$ cat config.mk
export PLATFORM = sky130hd
export DESIGN_NAME = decoder_onehot_hs
export DESIGN_NICKNAME = d
export VERILOG_FILES = /design/src/rtl/decoder_onehot_hs.sv
export SDC_FILE = /design/constraint.sdc
export NUM_CORES = 1
export LEC_CHECK = 0
export BUFFER_PORTS_ARGS = -buffer_cell sky130_fd_sc_hd__buf_2
export CORE_AREA = 2 2 39 41
export DETAILED_ROUTE_END_ITERATION = 8
export DIE_AREA = 0 0 41 43
export PLACE_DENSITY = 0.84
export SYNTH_ARGS = -nofsm -noshare
export SYNTH_HDL_FRONTEND = slang
export SYNTH_SLANG_ARGS = --single-unit
$ cat constraint.sdc
create_clock -name clk -period 2.5 [get_ports clk]
set_clock_uncertainty 0.05 [all_clocks]
set_input_delay 0.25 -clock clk [delete_from_list [all_inputs] [get_ports clk]]
set_output_delay 0.25 -clock clk [all_outputs]
set_load 0.005 [all_outputs]
$ cat src/rtl/decoder_onehot_hs.sv
// Purpose: registered binary-to-one-hot decoder with valid/ready on both sides.
// Latency: code accepted at edge k is presented on d_out/d_valid after edge k,
//          held for HOLD_CYCLES beats; throughput one code per HOLD_CYCLES+1 cycles.
// Backpressure: d_ready low freezes d_out/d_valid indefinitely; in_ready is low
//               for the whole OUT phase and depends on state only.
//
// Ports:
//   clk, rst          clock, asynchronous active-high reset
//   in_valid/in_ready input handshake, in_code = SEL_W-bit binary code
//   in_par            even-parity bit over in_code (DECODER_PARITY_EN only)
//   d_out/d_valid     registered one-hot output word and its valid
//   d_ready           downstream accepts the current beat
//   busy              block is presenting beats
//   dec_cnt           8-bit wrapping count of good codes accepted
//   par_err           one-cycle pulse after a bad-parity code (DECODER_PARITY_EN only)
//
// Optional feature macro: DECODER_PARITY_EN (adds in_par/par_err and parity checking).

module decoder_onehot_hs #(
    parameter int SEL_W       = 2,
    parameter int HOLD_CYCLES = 1
) (
    input  logic                     clk,
    input  logic                     rst,
    input  logic                     in_valid,
    output logic                     in_ready,
    input  logic [SEL_W-1:0]         in_code,
`ifdef DECODER_PARITY_EN
    input  logic                     in_par,
    output logic                     par_err,
`endif
    output logic [(1<<SEL_W)-1:0]    d_out,
    output logic                     d_valid,
    input  logic                     d_ready,
    output logic                     busy,
    output logic [7:0]               dec_cnt
);

    localparam int OUT_W = 1 << SEL_W;
    // Beat counter holds HOLD_CYCLES-1 down to 0; keep at least one bit.
    localparam int BW    = ($clog2(HOLD_CYCLES + 1) > 1) ? $clog2(HOLD_CYCLES + 1) : 1;
    localparam logic [BW-1:0] LAST_BEAT = BW'(HOLD_CYCLES - 1);

    generate
        if (SEL_W < 1) begin : g_bad_sel_w
            $error("decoder_onehot_hs: SEL_W must be at least 1");
        end
        if (HOLD_CYCLES < 1) begin : g_bad_hold
            $error("decoder_onehot_hs: HOLD_CYCLES must be at least 1");
        end
    endgenerate

    typedef enum logic {
        IDLE = 1'b0,
        OUT  = 1'b1
    } state_t;

    state_t          state;
    logic [BW-1:0]   beat_cnt;
    logic            code_good;

    // A bad-parity code still completes the input handshake but is dropped.
`ifdef DECODER_PARITY_EN
    assign code_good = ~(^{in_code, in_par});
`else
    assign code_good = 1'b1;
`endif

    // Driven from state only: no path from in_valid or d_ready.
    assign in_ready = (state == IDLE);
    assign busy     = (state != IDLE);

    always_ff @(posedge clk or posedge rst) begin
        if (rst) begin
            state    <= IDLE;
            d_out    <= '0;
            d_valid  <= 1'b0;
            beat_cnt <= '0;
            dec_cnt  <= 8'd0;
`ifdef DECODER_PARITY_EN
            par_err  <= 1'b0;
`endif
        end else begin
`ifdef DECODER_PARITY_EN
            par_err <= 1'b0;
`endif
            unique case (state)
                IDLE: begin
                    if (in_valid) begin
                        if (code_good) begin
                            d_out    <= {{(OUT_W-1){1'b0}}, 1'b1} << in_code;
                            d_valid  <= 1'b1;
                            beat_cnt <= LAST_BEAT;
                            dec_cnt  <= dec_cnt + 8'd1;
                            state    <= OUT;
                        end else begin
`ifdef DECODER_PARITY_EN
                            par_err <= 1'b1;
`endif
                        end
                    end
                end
                OUT: begin
                    // d_valid is always 1 here, so d_ready alone completes a beat.
                    if (d_ready) begin
                        if (beat_cnt != '0) begin
                            beat_cnt <= beat_cnt - BW'(1);
                        end else begin
                            d_valid <= 1'b0;
                            d_out   <= '0;
                            state   <= IDLE;
                        end
                    end
                end
                default: state <= IDLE;
            endcase
        end
    end

endmodule

# After elaboration in Yosys (flattened, before gate mapping)
# Cells that the tools add are included.
# totals
word_cells,31
output_inout_bits,15
regBits,15
inputBits,6
# op_classes
addsub,2
reduce_logical,3
n_mux,16
bitwise_logic,1
n_shift,1
eq_ne,3
# op_table
cell,count
$mux 4,3
$mux 1,9
$add 8x1->8 const B,1
$pmux 4 s2,1
$ne 2x2->1 const B,3
$pmux 1 s2,3
$reduce_and 2->1,2
$shl 1x2->4 const A,1
$reduce_and 3->1,1
$not 1->1,1
$sub 1x1->1 const B,1

# Depth between registers and ports, before layout
# depth
ltp_word,4
mapped_depth,4

# Worst setup path after synthesis
# OpenSTA, ideal clock, no wires.
# synth_timing
path_kind,register to register
from,register state (netlist: busy)
to,register dec_cnt[1]
t_arrival_ps,989
setup_slack_ps,1336
path_stages_with_launch,4
cell_sequence,dfrtp_1 -> nor2b_2 -> buf_6 -> mux2_4
# synth_between
elab_chain_len,2
# synth_rtl
item,line,text
from (decl),58,state_t state;
from (signal assigned),75,state <= IDLE;
from (signal assigned),95,state <= OUT;
from (signal assigned),111,state <= IDLE;
$not 1->1,n/a,
$reduce_and 2->1 (no line),n/a,
to (signal assigned),94,dec_cnt <= dec_cnt + 8'd1;
to (decl),36,output logic [7:0] dec_cnt
# Every way passes these cells.
# A chain may end at the register's enable or synchronous reset.

# Final worst setup path
# Same ends and word-level chain as after synthesis.

==> impl_metrics.toml <==
[critical_path]
slowest_stage = "dfrtp_1"
crit_buf_inv = 0
cp_max_fo = 8
critPathTopFamily = "flip-flops"
cp-startpoint = "busy$_DFF_PP0_"
crit_chain = "nor2b_2 > mux2_4"
start_kind = "register"
crit_type = "register to register"
cp-end-kind = "register"
worstPathArrival_ns = 1.42
cp_slowest_stage_delay_ns = 0.47
rr_startpoint = "busy$_DFF_PP0_"
cp.required_ns = 2.61

[synthesis]
syn_area_um2 = 591
synth_seq_cells = 14
yosys.area.top_type_share_pct = 59.3
ys_seq_area_share_pct = 59.3
synthTopCellsByCount = "dfrtp_1 (14), nand2_1 (6), xnor2_1 (6)"
yosys.area.top_type = "dfrtp_1"
postSynthAreaPerCell_um2 = 12.3
synth-async-reset-ratio_pct = 100
synth_nets = 55
synth_ff_type = "dfrtp_1"
synth-edff-count = 0
netlist_top_cells_area = "dfrtp_1 (59%), xnor2_1 (8.9%), nand2_1 (3.8%), a32o_1 (3.4%), nand4_1 (3.2%)"
yosysUniqueCellTypes = 17
yosysMostFrequentCell = "dfrtp_1"
synth_cells = 48
yosysWarnings = 0

[floorplan]
fp.dieH_um = 43
row_count = 14
core_area_mm2 = 0.00138
io_pins = 21
start_util_pct = 42.7
die-area_mm2 = 0.00176
die_x_um = 41

[detailed_routing]
drc_errors = 0
dr.pass1.iters = 2
drt_wl_total_um = 1050
routedWlPerCell_um = 11.9
viasPerCell = 4.95
postRouteAntennaNets = 0
drt_iter0_drc = 1
num_vias = 436

[run]
drv_cap = 0

[status]
status = "completed"

[placed_design]
placed_cells = 83
place_hpwl_um = 818
io_buffers = 20
gp_congestion = 0.767

[grt]
grt_max_degree = 15
track_usage_pct = 14.0
antenna_found_initial = 0
grt_pass1_wl_um = 1690
grt_overflow_total = 0
grt_pass1_vias = 400

[power]
ir_drop_uv = 375
p_per_area_mw_per_mm2 = 900
p_leak_nw = 0.389

[timing]
hold_viol = 0
setup_violations = 0
relSlewSlack_pct = 66.5
rsz0062_at_grt = "no"
fin_crit_ns = 1.31
tightestPinTransition_ns = 0.502
slew_viol_final = 0
fin_crit_sh_pct = 52.6
fmax_mhz = 761
final.setup.tns_ns = 0

[layout]
final_cells = 88
drive_gt1_share_pct = 36.1
n_fill_cell = 129
fin_nets = 80
num_antenna_cells = 0
areaGrowthSynthToFinish_pct = 26.3

[clock_tree]
cts.sinks = 14
clkTransAtPathRegs_ns = 0.08
cts_buffers = 3
cts_tree = "built"
cts-resized-gates = 0
cts_root_buf = "clkbuf_4"
clkLatencyLatePin_ns = 0.27
cts_setup_buffers = 0
clock_path_buffers = 2
htreeDepth = 1

[min_path]
hp-class = "input pin to register"
holdCritStartpoint = "d_ready"
[registers in the layout, summed over array words and instances, names as in the netlist]
name     cells
busy         1
dec_cnt      8
d_out        4
d_valid      1
[per-layer routing]
metal / wire [µm] / part of all wire [%] / track usage, %
met1: 478 / 46 / 20.1
met5: 0 / 0 / 0
met4: 10 / 0.95 / 6.00
met3: 72 / 6.9 / 3.14
met2: 488 / 47 / 19.7
[worst register-to-register path, cell delays in order (launching register included)]
cell and delay, ns:
dfrtp_1 0.47, nor2b_2 0.35, mux2_4 0.34
[placed cells by master, fill, tap and decap left out]
cell and instances:
and4b_1 1, ha_1 1, a21oi_1 2, nor2_1 2
clkbuf_4 3, dlygate4sd3_1 1, nor2b_2 1, buf_2 20
xnor2_1 6, mux2_4 1, xor2_1 1, o31ai_1 2
and3_1 1, inv_1 3, dfrtp_1 14, clkbuf_8 1
a32o_1 2, nand4_1 3, mux2i_1 1, nand2_1 6
[where the power goes]
group | internal (mW) | total [mW] | switching [mW]
sequential | 0.280 | 0.339 | 0.0581
clock | 0.0884 | 0.156 | 0.0674
combinational | 0.0996 | 0.177 | 0.0775
total | 0.468 | 0.671 | 0.203
[per-stage QoR]
step | util, % | power, mW | worst slack, ns | instance area [µm²] | hold slack (ns)
finish | 53.9 | 0.671 | 1.19 | 746 | 0.126
global route | 53.9 | 0.722 | 1.11 | 746 | 0.119
CTS | 53.9 | 0.680 | 1.19 | 746 | 0.121
detailed placement | 50.5 | 0.521 | 1.20 | 699 | 0.252
global placement | 50.5 | 0.507 | 1.24 | 699 | 0.248
floorplan | - | 0.435 | 1.34 | 591 | 0.0892
[path summary, 6_finish.rpt]
path | endpoint | slack, ns | depth (start not counted)
worst max-delay path | dec_cnt[1]$_DFFE_PP0P_ | 1.19 | 2
min in group asynchronous | d_out[1]$_DFFE_PP0P_ | 0.49 | 3
worst min register to register | dec_cnt[7]$_DFFE_PP0P_ | 0.42 | 1
worst min-delay path | d_valid$_DFFE_PP0P_ | 0.13 | 2
worst max register to register | dec_cnt[1]$_DFFE_PP0P_ | 1.19 | 2
max in group asynchronous | dec_cnt[1]$_DFFE_PP0P_ | 1.57 | 3
[final cells by class]
class,instances,area (µm²),area share [%]
sequential,14,350,47.0
multi-input combinational,30,218,29.2
timing repair buffer,21,110,14.8
clock buffer,4,36.3,4.87
tap,16,20.0,2.68
inverter,3,11.3,1.51
[timing repair]
| action | in CTS | in global routing |
|---|---|---|
| hold buffers | 1 | 0 |
| hold endpoints to repair | 14 | 0 |
| setup endpoints to repair | 0 | 0 |
[cells by family after synthesis]
group	synth area share, %
AOI/OAI and AO/OA	7.63
DFF	59.3
and+or+nand+nor	12.5
xor gates and xnor gates	10.4
muxes	4.24
buffers and inverters	3.81
adders and majority gates	2.12
(Power assumes the default switching activity.)
